`src/rtl/sel_decoder5_to_32_pkg.sv`:
```
// Shared types and widths for the 5-to-32 select decoder block.
// Imported by the decoder sub-module and the sequencing top.
package sel_decoder5_to_32_pkg;

  localparam int CODE_W = 5;
  localparam int SEL_W  = 32;
  localparam int LEN_W  = 3;

  typedef enum logic [1:0] {
    IDLE  = 2'd0,
    DRIVE = 2'd1,
    GAP   = 2'd2
  } state_t;

endpackage

```
`src/rtl/sel_decoder5_to_32_decoder.sv`:
```
// Pure combinational 5-bit code to 32-bit one-hot decoder.
module decoder5_to_32
  import sel_decoder5_to_32_pkg::*;
(
  input  logic [CODE_W-1:0] code,
  output logic [SEL_W-1:0]  onehot
);

  // NOTE: every output of an always_comb gets a default before any branch,
  // otherwise unassigned paths infer latches.
  always_comb begin
    onehot       = '0;
    onehot[code] = 1'b1;
  end

endmodule

```
`src/rtl/sel_decoder5_to_32.sv`:
```
// Grants one select line for a latched number of cycles, then enforces
// GAP_CYCLES dead cycles before the next request can be accepted.
module sel_decoder5_to_32
  import sel_decoder5_to_32_pkg::*;
#(
  parameter int GAP_CYCLES = 1
) (
  input  logic              clk,
  input  logic              clr,
  input  logic              req_valid,
  output logic              req_ready,
  input  logic [CODE_W-1:0] req_code,
  input  logic [LEN_W-1:0]  req_len,
  output logic [SEL_W-1:0]  sel,
  output logic              busy,
  output logic              done
);

  state_t             state, state_next;
  logic [LEN_W-1:0]   cnt, cnt_next;
  logic [SEL_W-1:0]   sel_next, dec_sel;
  logic               done_next;
  logic               accept;

  decoder5_to_32 u_dec (
    .code   (req_code),
    .onehot (dec_sel)
  );

  assign req_ready = (state == IDLE);
  assign accept    = req_valid && req_ready;

  // cnt counts remaining DRIVE cycles, then is reused for remaining GAP cycles.
  always_comb begin
    state_next = state;
    cnt_next   = cnt;
    sel_next   = sel;
    done_next  = 1'b0;
    case (state)
      IDLE: begin
        if (accept) begin
          state_next = DRIVE;
          sel_next   = dec_sel;
          cnt_next   = (req_len == '0) ? LEN_W'(1) : req_len;
        end
      end
      DRIVE: begin
        if (cnt == LEN_W'(1)) begin
          sel_next  = '0;
          done_next = 1'b1;
          if (GAP_CYCLES > 0) begin
            state_next = GAP;
            cnt_next   = LEN_W'(GAP_CYCLES);
          end else begin
            state_next = IDLE;
            cnt_next   = '0;
          end
        end else begin
          cnt_next = cnt - LEN_W'(1);
        end
      end
      GAP: begin
        if (cnt == LEN_W'(1)) begin
          state_next = IDLE;
          cnt_next   = '0;
        end else begin
          cnt_next = cnt - LEN_W'(1);
        end
      end
      default: begin
        state_next = IDLE;
        sel_next   = '0;
        cnt_next   = '0;
      end
    endcase
  end

  // NOTE: clr is sampled on the clock edge only and overrides acceptance,
  // so a request arriving with clr is simply dropped.
  // NOTE: non-blocking assignments here so every register loads from
  // pre-edge values regardless of statement order.
  always_ff @(posedge clk) begin
    if (clr) begin
      state <= IDLE;
      cnt   <= '0;
      sel   <= '0;
      busy  <= 1'b0;
      done  <= 1'b0;
    end else begin
      state <= state_next;
      cnt   <= cnt_next;
      sel   <= sel_next;
      busy  <= (state_next != IDLE);
      done  <= done_next;
    end
  end

endmodule

```
`config.mk`:
```
export PLATFORM = sky130hd
export DESIGN_NAME = sel_decoder5_to_32
export DESIGN_NICKNAME = d
export VERILOG_FILES = /design/src/rtl/sel_decoder5_to_32_pkg.sv /design/src/rtl/sel_decoder5_to_32_decoder.sv /design/src/rtl/sel_decoder5_to_32.sv
export SDC_FILE = /design/constraint.sdc
export NUM_CORES = 1
export LEC_CHECK = 0
export ABC_CLOCK_PERIOD_IN_PS = 1900
export CELL_PAD_IN_SITES_DETAIL_PLACEMENT = 0
export CELL_PAD_IN_SITES_GLOBAL_PLACEMENT = 1
export CORE_MARGIN = 2
export CORE_UTILIZATION = 35
export CTS_CLUSTER_SIZE = 14
export DETAILED_ROUTE_END_ITERATION = 6
export PLACE_DENSITY = 0.86
export SYNTH_ARGS = -nofsm -noshare
export SYNTH_HDL_FRONTEND = slang
export SYNTH_SLANG_ARGS = --single-unit
```
`constraint.sdc`:
```
create_clock -name clk -period 1.9 [get_ports clk]
set_clock_uncertainty 0.1 [all_clocks]
set_input_delay 0.285 -clock clk [delete_from_list [all_inputs] [get_ports clk]]
set_output_delay 0.285 -clock clk [all_outputs]
set_load 0.01 [all_outputs]
```
# After elaboration in Yosys (flattened, before gate mapping)
# Cells that the tools add are included.
totals:
  memories: 0
  ram_bits: 0
  out_inout_bits: 35
  wordCells: 37
  inputBits: 11
  ff_bits: 39
  mem_bits_ro: 0
  latchBits: 0
classes:
  add_sub_neg: 1
  multipliers: 0
  bitwise_logic: 2
  n_div: 0
  n_lt_le_gt_ge: 2
  n_reduce_logical: 7
  n_eq_ne: 5
  shift: 0
  mux: 15
ops:
  columns: ["op", "n"]
  rows:
  - ["one-hot mux 32 bit (3 select lines)", 1]
  - ["2-to-1 mux 32 bit", 2]
  - ["2-to-1 mux 3 bit", 4]
  - ["one-hot mux 3 bit (3 select lines)", 1]
  - ["less-than comparator 5 x 6 -> 1 bit (second input constant)", 1]
  - ["2-to-1 mux 2 bit", 3]
  - ["one-hot mux 2 bit (3 select lines)", 1]
  - ["demux 1 bit (select 5 bit)", 1]
  - ["greater-or-equal comparator 5 x 1 -> 1 bit (second input constant)", 1]
  - ["equality test 3 x 1 -> 1 bit (second input constant)", 1]
  - ["logical NOT 3 bit", 1]
  - ["AND reduction 3 bit", 1]
  - ["subtractor 3 x 1 -> 3 bit (second input constant)", 1]
  - ["equality test 2 x 1 -> 1 bit (second input constant)", 1]
  - ["equality test 2 bit (second input constant)", 1]
  - ["logical AND 1 bit", 2]
  - ["logical NOT 2 bit", 1]
  - ["2-to-1 mux 1 bit", 2]
  - ["!= test 2 x 1 -> 1 bit (second input constant)", 1]
  - ["!= test 2 bit (second input constant)", 1]
  - ["inverter 1 bit", 2]
  - ["nonzero test 2 bit", 1]
  - ["OR reduction 2 bit", 1]

# Longest topological paths before layout
# Gate-level depths: netlist of the first run.
logic_depth:
  word_depth: 6
  mapped_depth: 6
  mapped_depth_nobuf: 5

# Hierarchy
# Synthesis of the first run repeated with hierarchy kept, for this count alone.
unflattened:
  hier_cells: 234
  hier_area_um2: 1920.6
modules_own_cells:
  columns: ["mod", "n_inst", "area_per_inst_um2", "cells_per_inst", "seq_area_each_um2"]
  rows:
  - ["sel_decoder5_to_32", 1, 1706.6, 187, 780.7]
  - ["decoder5_to_32", 1, 214.0, 47, 0.0]

# Least setup slack after synthesis of the first run
# Ideal clock, no wire load.
synth_timing:
  kind: "register -> register"
  startpoint: "register cnt[0]"
  endpoint: "register sel[1]"
  setup_ns: 0.135
  period_less_slack_ns: 1.336
  path_slack_ns: 0.564
  arrival_ns: 1.101
  path_stages_with_launch: 6
  path_buffers: 1
  required_time_ns: 1.665
  path_cell_list: "dfxtp_1 -> ha_1 -> nand2b_1 -> a2bb2oi_2 -> buf_6 -> o32ai_1"
synth_via:
  elab_chain_len: 3
synth_lines:
  columns: ["element", "line", "source"]
  rows:
  - ["start, declared", "sel_decoder5_to_32.sv:20", "logic [LEN_W-1:0] cnt, cnt_next;"]
  - ["start signal, assigned", "sel_decoder5_to_32.sv:91", "cnt <= cnt_next;"]
  - ["equality test 3 x 1 -> 1 bit", "sel_decoder5_to_32.sv:48", "if (cnt == LEN_W'(1)) begin"]
  - ["!= test 2 bit (no line)", null, null]
  - ["AND reduction 3 bit (no line)", null, null]
  - ["end signal, assigned", "sel_decoder5_to_32.sv:92", "sel <= sel_next;"]
  - ["end, declared", "sel_decoder5_to_32.sv:14", "output logic [SEL_W-1:0] sel,"]
# No other way between the ends.
# A chain may end at the register's enable or synchronous reset.

# Worst setup path in the final report of the first run
layout_timing:
  startpoint: "register state[0]"
  endpoint: "output port req_ready"
layout_via:
  elab_chain_len: 1
layout_lines:
  columns: ["element", "line", "source"]
  rows:
  - ["start, declared", "sel_decoder5_to_32.sv:19", "state_t state, state_next;"]
  - ["start signal, assigned", "sel_decoder5_to_32.sv:90", "state <= state_next;"]
  - ["logical NOT 2 bit", "sel_decoder5_to_32.sv:30", "assign req_ready = (state == IDLE);"]
  - ["end, declared", "sel_decoder5_to_32.sv:11", "output logic req_ready,"]
# No other way between the ends.

==> metrics.csv, run 1 <==
stage;metric;value;unit
setup_path;CP top delay family;buffers and inverters;
yosys;Async SR Flop Fraction;0;%
power_and_ir_drop;maximum VDD drop;0.335;mV
die;Core Box Area;4410;sq um
route;vias post-DR;1364;
route;post-route ant nets;0;
clock_network;Bufs on Longest Clock Path;2;
cells_and_area;Util after Layout;49.9;%
clock_network;CTS clk-pin slew, worst paths;80;ps
yosys;Synth Area in Adders;1.54;%
yosys;main combinational cell family by area after synthesis;compound AO/OA/AOI/OAI gates;
setup_path;slowest stage delay, CP;560;ps
yosys;share of the synthesized area in the top cell type;48.1;%
clock_network;CTS sink count;39;
timing;Finish-stage setup viols;0;
yosys;leading area contributor after synthesis;dfxtp_1;
yosys;Yosys cell types;36;
placed_design;Placer Congestion;0.813;
die;Die Height;72.1;um
yosys;YS warnings;0;
cells_and_area;Fill cells;433;
timing;Worst Max-Slew Pin Slew;452;ps
grt;Total GRT Usage;14.8;%
setup_path;worst reg2reg startpoint;cnt[0]$_SDFFE_PP0P_;
power_and_ir_drop;post-layout total power;1.65;mW
clock_network;Worst-Skew Late Latency;290;ps
die;Die ar.;5190;sq um
yosys;XOR/XNOR share of the synthesized area;0;%
grt;remaining global-route overflow;0;
setup_path;WS Path Type;flip-flop to output port;
timing;fmax;557;MHz
clock_network;# H-tree levels;2;
setup_path;CP startpoint;state[0]$_SDFF_PP0_;
power_and_ir_drop;P_leak;0.697;nW
timing;final slew viol count;0;
hold_path;critical hold path startpoint;sel[13]$_SDFFE_PP0P_;
grt;pin count of the biggest net entering global routing;33;
setup_path;R2R Setup Slk;440;ps
route;drt drc;0;
clock_network;TritonCTS Buffers;5;
route;1st-pass router iterations;4;
cells_and_area;Nets;228;
yosys;Area contributors post-synth;dfxtp_1, o32ai_1, inv_1;
yosys;Seq/Total Area, Yosys;48.1;%
grt;initial antenna violation count;0;
yosys;most numerous cell in the Yosys netlist;dfxtp_1;
yosys;EDFF count, synth;0;
yosys;syn_area_per_cell;9.65;sq um
yosys;Compound-Gate Fraction of Synth Area;24.8;%
yosys;Synth Register Bits;39;
yosys;mux contribution to synthesized area;0;%
yosys;number of cells produced by synthesis;168;
clock_network;postcts setup bufs;0;
run_status;outcome;finished, final reports clean;
setup_path;crit path cell chain;nor2_4 -> clkdlybuf4s50_1;
clock_network;CTS Hold Bufs;0;
grt;vias in the first global route;1239;
route;drt initial violations;63;
route;drt total wl;3650;um
clock_network;CTS Root Cell;clkbuf_8;
placed_design;HPWL Detailed;2520;um
flow_run;number of max-cap violations;0;
setup_path;worst path arrival time;1410;ps
setup_path;FF-to-FF path depth;5;
setup_path;Worst setup EP type;output port;
power_and_ir_drop;pwr dens;749;nW/um^2
die;I/O pins;46;
timing;relative slew slack;69.8;%
cells_and_area;area added between synthesis and finish;35.7;%
cells_and_area;n_diodes;0;
yosys;most instantiated cells after synthesis;dfxtp_1, inv_1, o32ai_1, nand2_1, nor2b_1;
setup_path;Critical Path Fanout Max;10;
timing;Fin Hold WS;376;ps
yosys;Mapped Area;1620;sq um
timing;RSZ-0062 raised after global routing;false;
clock_network;TritonCTS clock tree;built;
route;via/cell ratio;5.09;
timing;min Tclk post-route;1800;ps
die;Die Width;72.1;um
hold_path;Hold Crit Class;flip-flop to flip-flop;
die;Initial Utilization;36.7;%
setup_path;required time worst endpoint;1510;ps
timing;final hold vios;0;
setup_path;category of the worst setup path launch point;flip-flop;
timing;Final TNS setup;0;ps
yosys;ys flop type;dfxtp_1;
die;# rows;24;
yosys;syn_nets;181;
setup_path;CP Depth;2;
timing;Final Cycle Share;94.5;%
grt;first-pass GRT wire length;5820;um
placed_design;IO buf count;45;
hold_path;worst hold stages;2;
cells_and_area;share of cells above drive strength 1;9.72;%
setup_path;worst path bufs/invs;1;
setup_path;critical path's slowest cell;clkdlybuf4s50_1;
route;Avg WL per Cell;13.6;um
yosys;simple-gate portion of the synthesized area;12.2;%
worst reg2reg max path: stages, from the launching register on:
cell       delay [ps]
dfxtp_1           390
ha_1              210
nand2b_1          120
a2bb2oi_2         200
buf_12            210
o32ai_1           100
cell usage in the layout (no fill, tap or decap), types with 4 or more instances in the layout:
master and n:
clkdlybuf4s50_1 45, dfxtp_1 37, nor2_1 4, o32ai_1 31
buf_4 5, nor2b_1 6, nand2_1 9, clkbuf_8 5
inv_1 36
state kept, by name, indices dropped and copies added, names as in the netlist:
name and cells:
sel 32, cnt 3, state 2, busy 1, done 1
worst paths after layout:
kind | endpoint
max | req_ready
min | sel[13]$_SDFFE_PP0P_
max reg2reg | sel[15]$_SDFFE_PP0P_
min reg2reg | sel[13]$_SDFFE_PP0P_
final cells by class:
type	instances	area, sq um	area share [%]
Timing Repair Buffer	51	508	23.1
Inverter	36	135	6.14
Clock buffer	6	72.6	3.30
Tap cell	52	65.1	2.96
Multi-Input combinational cell	82	624	28.4
Clock inverter	2	12.5	0.569
Sequential cell	39	783	35.6
power by group:
part | internal (mW) | leakage (nW) | switching [mW]
combinational | 0.115 | 0.339 | 0.133
clock | 0.256 | 0.0412 | 0.283
sequential | 0.838 | 0.316 | 0.0223
total | 1.21 | 0.697 | 0.438
through the flow:
| step | std cells | cell area (sq um) | setup slack, ps |
|---|---|---|---|
| floorplan | 168 | 1620 | 564 |
| global placement | 260 | 2110 | 179 |
| detailed placement | 260 | 2110 | 153 |
| CTS | 268 | 2200 | 20.6 |
| global route | 268 | 2200 | 53.9 |
| finish | 268 | 2200 | 105 |
metal layers:
metal | GRT usage [%] | vias up | part of all wire [%]
met5 | 0 | - | 0
met4 | 6.29 | 0 | 1.3
met3 | 4.17 | 4 | 5.7
met2 | 22.2 | 41 | 45
met1 | 19.9 | 625 | 48
li1 | - | 694 | -
cells by family after synthesis:
kind of cell	count (synthesis)
AO/OA/AOI/OAI	47
flip-flops	39
buffers and inverters	47
AND/OR/NAND/NOR	33
adder cells (fa/ha/maj)	2
what timing repair did:
| action | in CTS | in global routing |
|---|---|---|
| endpoints found under the hold margin | 0 | 0 |
| setup endpoints to repair | 0 | 1 |
| resized for setup | 0 | 2 |
Note: power is estimated with default switching activity, not from simulation.
==> run 2, diff against run 1 <==
--- a/config.mk
+++ b/config.mk
@@ -5,13 +5,14 @@
 export SDC_FILE = /design/constraint.sdc
 export NUM_CORES = 1
 export LEC_CHECK = 0
-export ABC_CLOCK_PERIOD_IN_PS = 1900
+export ABC_CLOCK_PERIOD_IN_PS = 1890
 export CELL_PAD_IN_SITES_DETAIL_PLACEMENT = 0
 export CELL_PAD_IN_SITES_GLOBAL_PLACEMENT = 1
 export CORE_MARGIN = 2
 export CORE_UTILIZATION = 35
 export CTS_CLUSTER_SIZE = 14
 export DETAILED_ROUTE_END_ITERATION = 6
+export GPL_TIMING_DRIVEN = 0
 export PLACE_DENSITY = 0.86
 export SYNTH_ARGS = -nofsm -noshare
 export SYNTH_HDL_FRONTEND = slang
==> constraint.sdc (replaced) <==
create_clock -name clk -period 1.89 [get_ports clk]
set_clock_uncertainty 0.1 [all_clocks]
set_input_delay 0.2835 -clock clk [delete_from_list [all_inputs] [get_ports clk]]
set_output_delay 0.2835 -clock clk [all_outputs]
set_load 0.01 [all_outputs]
==> run 2 against run 1 <==
  * Via count grew 2.5%
  * Global-route usage grew 0.65 points
  * Non-clock buffer count up 4
  * Clock power up 14%
  * Flip-flop and latch count unchanged
  * Cell count is 1.5% higher
  * Sequential power decreased by 0.8%
  * Count of clock-buffer cells in the layout increased by 2
  * Design area is 1.3% higher
  * Wire length increased by 0.49%
  * Register-to-register slack got worse by 80 ps
  * Critical path depth rose by 2
  * Largest cell class unchanged
==> metrics.csv, run 2 (synthesis gave the netlist of run 1 again) <==
stage;metric;value;unit
cells_and_area;Util after Layout;50.5;%
setup_path;required time worst endpoint;1960;ps
power_and_ir_drop;P_leak;0.721;nW
timing;Worst Max-Slew Pin Slew;447;ps
route;via/cell ratio;5.14;
grt;remaining global-route overflow;0;
grt;Total GRT Usage;15.4;%
placed_design;# placed instances;264;
route;drt initial violations;103;
die;Die Height;72.1;um
route;vias post-DR;1398;
grt;first-pass GRT wire length;6070;um
route;post-route ant nets;0;
placed_design;Placer Congestion;0.812;
timing;Final Cycle Share;84.0;%
power_and_ir_drop;Seq pwr share;49.1;%
die;I/O pins;46;
clock_network;TritonCTS clock tree;built;
cells_and_area;Largest regs;sel x32, cnt x3, state x2;
setup_path;critical path's slowest cell;clkdlybuf4s50_1;
placed_design;Place WS;-8.76;ps
route;drt total wl;3670;um
placed_design;IO buf count;44;
setup_path;WS Path Type;input pin to flip-flop;
power_and_ir_drop;post-layout total power;1.74;mW
timing;Setup WS post-layout;302;ps
cells_and_area;Nets;232;
cells_and_area;Reg with most FFs;sel;
route;drt drc;0;
cells_and_area;n_diodes;0;
setup_path;worst path bufs/invs;3;
hold_path;Hold Crit Class;input pin to flip-flop;
timing;final slew viol count;0;
die;Core Box Area;4410;sq um
cells_and_area;most common cell after layout, fill and taps aside;clkdlybuf4s50_1;
timing;relative slew slack;70.0;%
clock_network;CTS Root Cell;clkbuf_8;
cells_and_area;Finished Cell Area;2230;sq um
die;Die ar.;5190;sq um
power_and_ir_drop;Internal;1.30;mW
setup_path;Worst setup EP type;flip-flop;
clock_network;CTS clk-pin slew, worst paths;70;ps
timing;final hold vios;0;
die;Die Width;72.1;um
grt;initial antenna violation count;0;
cells_and_area;final cell count without fillers;272;
grt;vias in the first global route;1276;
timing;fmax;630;MHz
timing;Fin Hold WS;255;ps
clock_network;Worst-Skew Late Latency;290;ps
power_and_ir_drop;pwr dens;779;nW/um^2
die;Initial Utilization;36.7;%
grt;pin count of the biggest net entering global routing;12;
power_and_ir_drop;maximum VDD drop;0.443;mV
clock_network;# H-tree levels;2;
power_and_ir_drop;clock share of power;35.5;%
power_and_ir_drop;Net Sw Power;0.440;mW
flow_run;number of max-cap violations;0;
clock_network;TritonCTS Buffers;5;
power_and_ir_drop;switching share of power;25.3;%
run_status;outcome;finished, final reports clean;
placed_design;Post-DP Area;2130;sq um
setup_path;crit path cell chain;clkdlybuf4s50_1 -> buf_1 -> buf_2 -> o32ai_1;
setup_path;CP top delay family;buffers and inverters;
route;Avg WL per Cell;13.5;um
cells_and_area;share of cells above drive strength 1;9.55;%
timing;min Tclk post-route;1590;ps
setup_path;worst path arrival time;1650;ps
clock_network;CTS sink count;39;
setup_path;category of the worst setup path launch point;input pin;
route;1st-pass router iterations;4;
timing;Final TNS setup;0;ps
power_and_ir_drop;Comb pwr share;15.4;%
timing;RSZ-0062 raised after global routing;false;
cells_and_area;most frequent cells in the layout;clkdlybuf4s50_1, dfxtp_1, inv_1;
placed_design;HPWL Detailed;2630;um
cells_and_area;max FFs per register;32;
setup_path;Critical Path Fanout Max;10;
cells_and_area;area added between synthesis and finish;37.5;%
setup_path;slowest stage delay, CP;550;ps
clock_network;postcts setup bufs;0;
clock_network;Bufs on Longest Clock Path;2;
timing;Finish-stage setup viols;0;
die;# rows;24;
## run 2: cell types whose count changed in the layout (fill, tap and decap cells not counted), moves of 2 or more
cell and change:
clkbuf_8 +2, clkdlybuf4s50_1 -2, buf_4 -3, buf_6 +4, dfxtp_1 +2, dfxtp_2 -2, clkbuf_1 +2
## run 2: tightest hold or removal path, stage by stage
cell and delay [ps]:
buf_4 130, o21bai_1 80, a21oi_1 110
## run 2: metal layers
| metal | global-route usage, % | vias up | part of all wire, % |
|---|---|---|---|
| met1 | 20.5 | 649 | 46 |
| li1 | - | 701 | - |
| met2 | 23.0 | 40 | 46 |
| met5 | 0 | - | 0 |
| met3 | 3.61 | 8 | 5.7 |
| met4 | 8.81 | 0 | 2.2 |
## run 2: power by group through the flow
| stage | clock network, mW | logic, mW | registers (mW) |
|---|---|---|---|
| after CTS | 0.633 | 0.269 | 0.853 |
| after detailed placement | 0 | 0.268 | 0.872 |
| after floorplan | 0 | 0.179 | 0.875 |
| after global routing | 0.673 | 0.295 | 0.855 |
| final | 0.617 | 0.267 | 0.853 |
| after global placement | 0 | 0.267 | 0.872 |
## run 2: layout make-up
type,instances,area [sq um]
Multi-Input combinational cell,82,624
Inverter,36,135
Sequential cell,39,781
Tap cell,52,65.1
Clock buffer,8,100
Fill cell,436,2180
Buffer,11,81.3
Timing Repair Buffer,44,443
## run 2: timing repair
action	CTS	global route
hold buffers	0	0
gates resized for setup	0	1
setup endpoints to repair	0	1
## run 2: final timing paths
check	from	endpoint	slack, ps	cells after the start
setup / recovery	clr	sel[18]$_SDFFE_PP0P_	300	4
hold / removal	req_valid	busy$_SDFF_PP0_	250	3
setup reg to reg	cnt[0]$_SDFFE_PP0P_	sel[2]$_SDFFE_PP0P_	360	5
hold reg to reg	sel[6]$_SDFFE_PP0P_	sel[6]$_SDFFE_PP0P_	370	2
==> run 3, diff against run 2 <==
--- a/config.mk
+++ b/config.mk
@@ -5,7 +5,7 @@
 export SDC_FILE = /design/constraint.sdc
 export NUM_CORES = 1
 export LEC_CHECK = 0
-export ABC_CLOCK_PERIOD_IN_PS = 1890
+export ABC_CLOCK_PERIOD_IN_PS = 1600
 export CELL_PAD_IN_SITES_DETAIL_PLACEMENT = 0
 export CELL_PAD_IN_SITES_GLOBAL_PLACEMENT = 1
 export CORE_MARGIN = 2
==> constraint.sdc (replaced) <==
create_clock -name clk -period 1.6 [get_ports clk]
set_clock_uncertainty 0.1 [all_clocks]
set_input_delay 0.24 -clock clk [delete_from_list [all_inputs] [get_ports clk]]
set_output_delay 0.24 -clock clk [all_outputs]
set_load 0.01 [all_outputs]
==> run 3 against run 2 <==
  * Count of clock-buffer cells in the layout did not move
  * Non-clock buffer count rose by 1
  * Utilization rose by 0.43 points
  * Clock power rose by 19%
  * Die area did not move
  * Setup slack got worse by 230 ps
  * Design area rose by 0.84%
  * Combinational power rose by 22%
  * Wire length rose by 0.63%
  * Critical endpoint is now sel[18]
==> metrics.csv, run 3 (synthesis gave the netlist of run 1 again) <==
stage;metric;value;unit
run_status;outcome;finished, final reports clean;
timing;fmax;653;MHz
die;Die ar.;5190;sq um
die;Die Height;72.1;um
cells_and_area;Reg with most FFs;sel;
clock_network;Bufs on Longest Clock Path;2;
timing;relative slew slack;69.7;%
cells_and_area;Largest regs;sel x32, cnt x3, state x2;
clock_network;TritonCTS clock tree;built;
clock_network;Worst-Skew Late Latency;290;ps
grt;first-pass GRT wire length;6070;um
route;drt total wl;3690;um
cells_and_area;share of cells above drive strength 1;10.9;%
setup_path;CP Depth;1;
placed_design;Placer Congestion;0.812;
grt;vias in the first global route;1276;
placed_design;Post-DP Area;2130;sq um
cells_and_area;most common cell after layout, fill and taps aside;clkdlybuf4s50_1;
die;# rows;24;
cells_and_area;area added between synthesis and finish;38.7;%
timing;Worst Max-Slew Pin Slew;453;ps
cells_and_area;max FFs per register;32;
cells_and_area;final cell count without fillers;273;
setup_path;worst path arrival time;1190;ps
clock_network;CTS sink count;39;
setup_path;required time worst endpoint;1260;ps
timing;min Tclk post-route;1530;ps
die;I/O pins;46;
clock_network;CTS Hold Bufs;0;
timing;Fin Hold WS;211;ps
route;vias post-DR;1417;
route;Avg WL per Cell;13.5;um
clock_network;CTS clk-pin slew, worst paths;70;ps
setup_path;slowest stage delay, CP;550;ps
power_and_ir_drop;maximum VDD drop;0.535;mV
grt;pin count of the biggest net entering global routing;12;
hold_path;Hold Crit Class;input pin to flip-flop;
timing;Final Cycle Share;95.7;%
cells_and_area;Nets;233;
timing;final slew viol count;0;
route;1st-pass router iterations;4;
timing;final hold vios;0;
timing;RSZ-0062 raised after global routing;false;
clock_network;TritonCTS Buffers;5;
setup_path;FF-to-FF path depth;5;
placed_design;HPWL Detailed;2630;um
die;Core Box Area;4410;sq um
die;Initial Utilization;36.7;%
setup_path;Critical Path Fanout Max;2;
power_and_ir_drop;pwr dens;919;nW/um^2
clock_network;# H-tree levels;2;
setup_path;worst path bufs/invs;1;
setup_path;Worst setup EP type;output port;
route;drt drc;0;
flow_run;number of max-cap violations;0;
cells_and_area;Finished Cell Area;2250;sq um
power_and_ir_drop;P_leak;0.726;nW
route;post-route ant nets;0;
cells_and_area;most frequent cells in the layout;clkdlybuf4s50_1, dfxtp_1, inv_1;
placed_design;IO buf count;44;
grt;remaining global-route overflow;0;
die;Die Width;72.1;um
route;drt initial violations;98;
hold_path;worst hold stages;3;
placed_design;# placed instances;264;
setup_path;category of the worst setup path launch point;flip-flop;
setup_path;crit path cell chain;clkdlybuf4s50_1;
route;via/cell ratio;5.19;
setup_path;critical path's slowest cell;clkdlybuf4s50_1;
setup_path;CP top delay family;buffers and inverters;
clock_network;CTS Root Cell;clkbuf_8;
timing;Finish-stage setup viols;0;
setup_path;WS Path Type;flip-flop to output port;
cells_and_area;n_diodes;0;
grt;Total GRT Usage;15.4;%
grt;initial antenna violation count;0;
## run 3: cell count changes in the layout (fill, tap and decap cells not counted), sizes merged
cell	change
dlygate4sd2	+1
dlymetal6s2s	-1
clkbuf	+1
## run 3: metal layers
metal / wire length [um] / share of wire (%) / global-route usage [%]
met2: 1680 / 46 / 23.0
met5: 0 / 0 / 0
met1: 1700 / 46 / 20.5
met3: 229 / 6.2 / 3.61
met4: 82 / 2.2 / 8.81
## run 3: final cells by class
| cell class | count | area (sq um) |
|---|---|---|
| repair buffers | 45 | 447 |
| fillers | 433 | 2170 |
| inverters | 36 | 135 |
| well taps | 52 | 65.1 |
| plain buffers | 11 | 82.6 |
| clock buffers | 8 | 100 |
| multi-input cells | 82 | 638 |
| flip-flops and latches | 39 | 781 |
## run 3: stage by stage
| stage | power, mW | setup TNS [ps] | util, % | worst slack, ps |
|---|---|---|---|---|
| floorplan | 1.24 | 0 | - | 264 |
| global placement | 1.35 | -2660 | 48.2 | -256 |
| detailed placement | 1.35 | -3010 | 48.2 | -255 |
| CTS | 2.07 | 0 | 50.4 | 53.8 |
| global route | 2.17 | 0 | 50.9 | 11.3 |
| finish | 2.07 | 0 | 50.9 | 68.6 |
## run 3: worst paths after layout
kind,slack [ps],start,to
hold / removal,210,req_valid,busy$_SDFF_PP0_
setup reg to reg,150,cnt[0]$_SDFFE_PP0P_,sel[23]$_SDFFE_PP0P_
hold reg to reg,370,sel[6]$_SDFFE_PP0P_,sel[6]$_SDFFE_PP0P_
setup / recovery,70,sel[18]$_SDFFE_PP0P_,sel[18]
## run 3: repair_timing
| action | CTS | global route |
|---|---|---|
| hold endpoints to repair | 0 | 0 |
| gates resized for setup | 1 | 3 |
| setup endpoints to repair | 1 | 33 |
| pin swaps | 0 | 1 |
| setup buffers | 0 | 1 |
## run 3: power by group
part	internal (mW)	switching (mW)
combinational	0.150	0.176
sequential	0.994	0.0139
clock	0.393	0.340
total	1.54	0.529
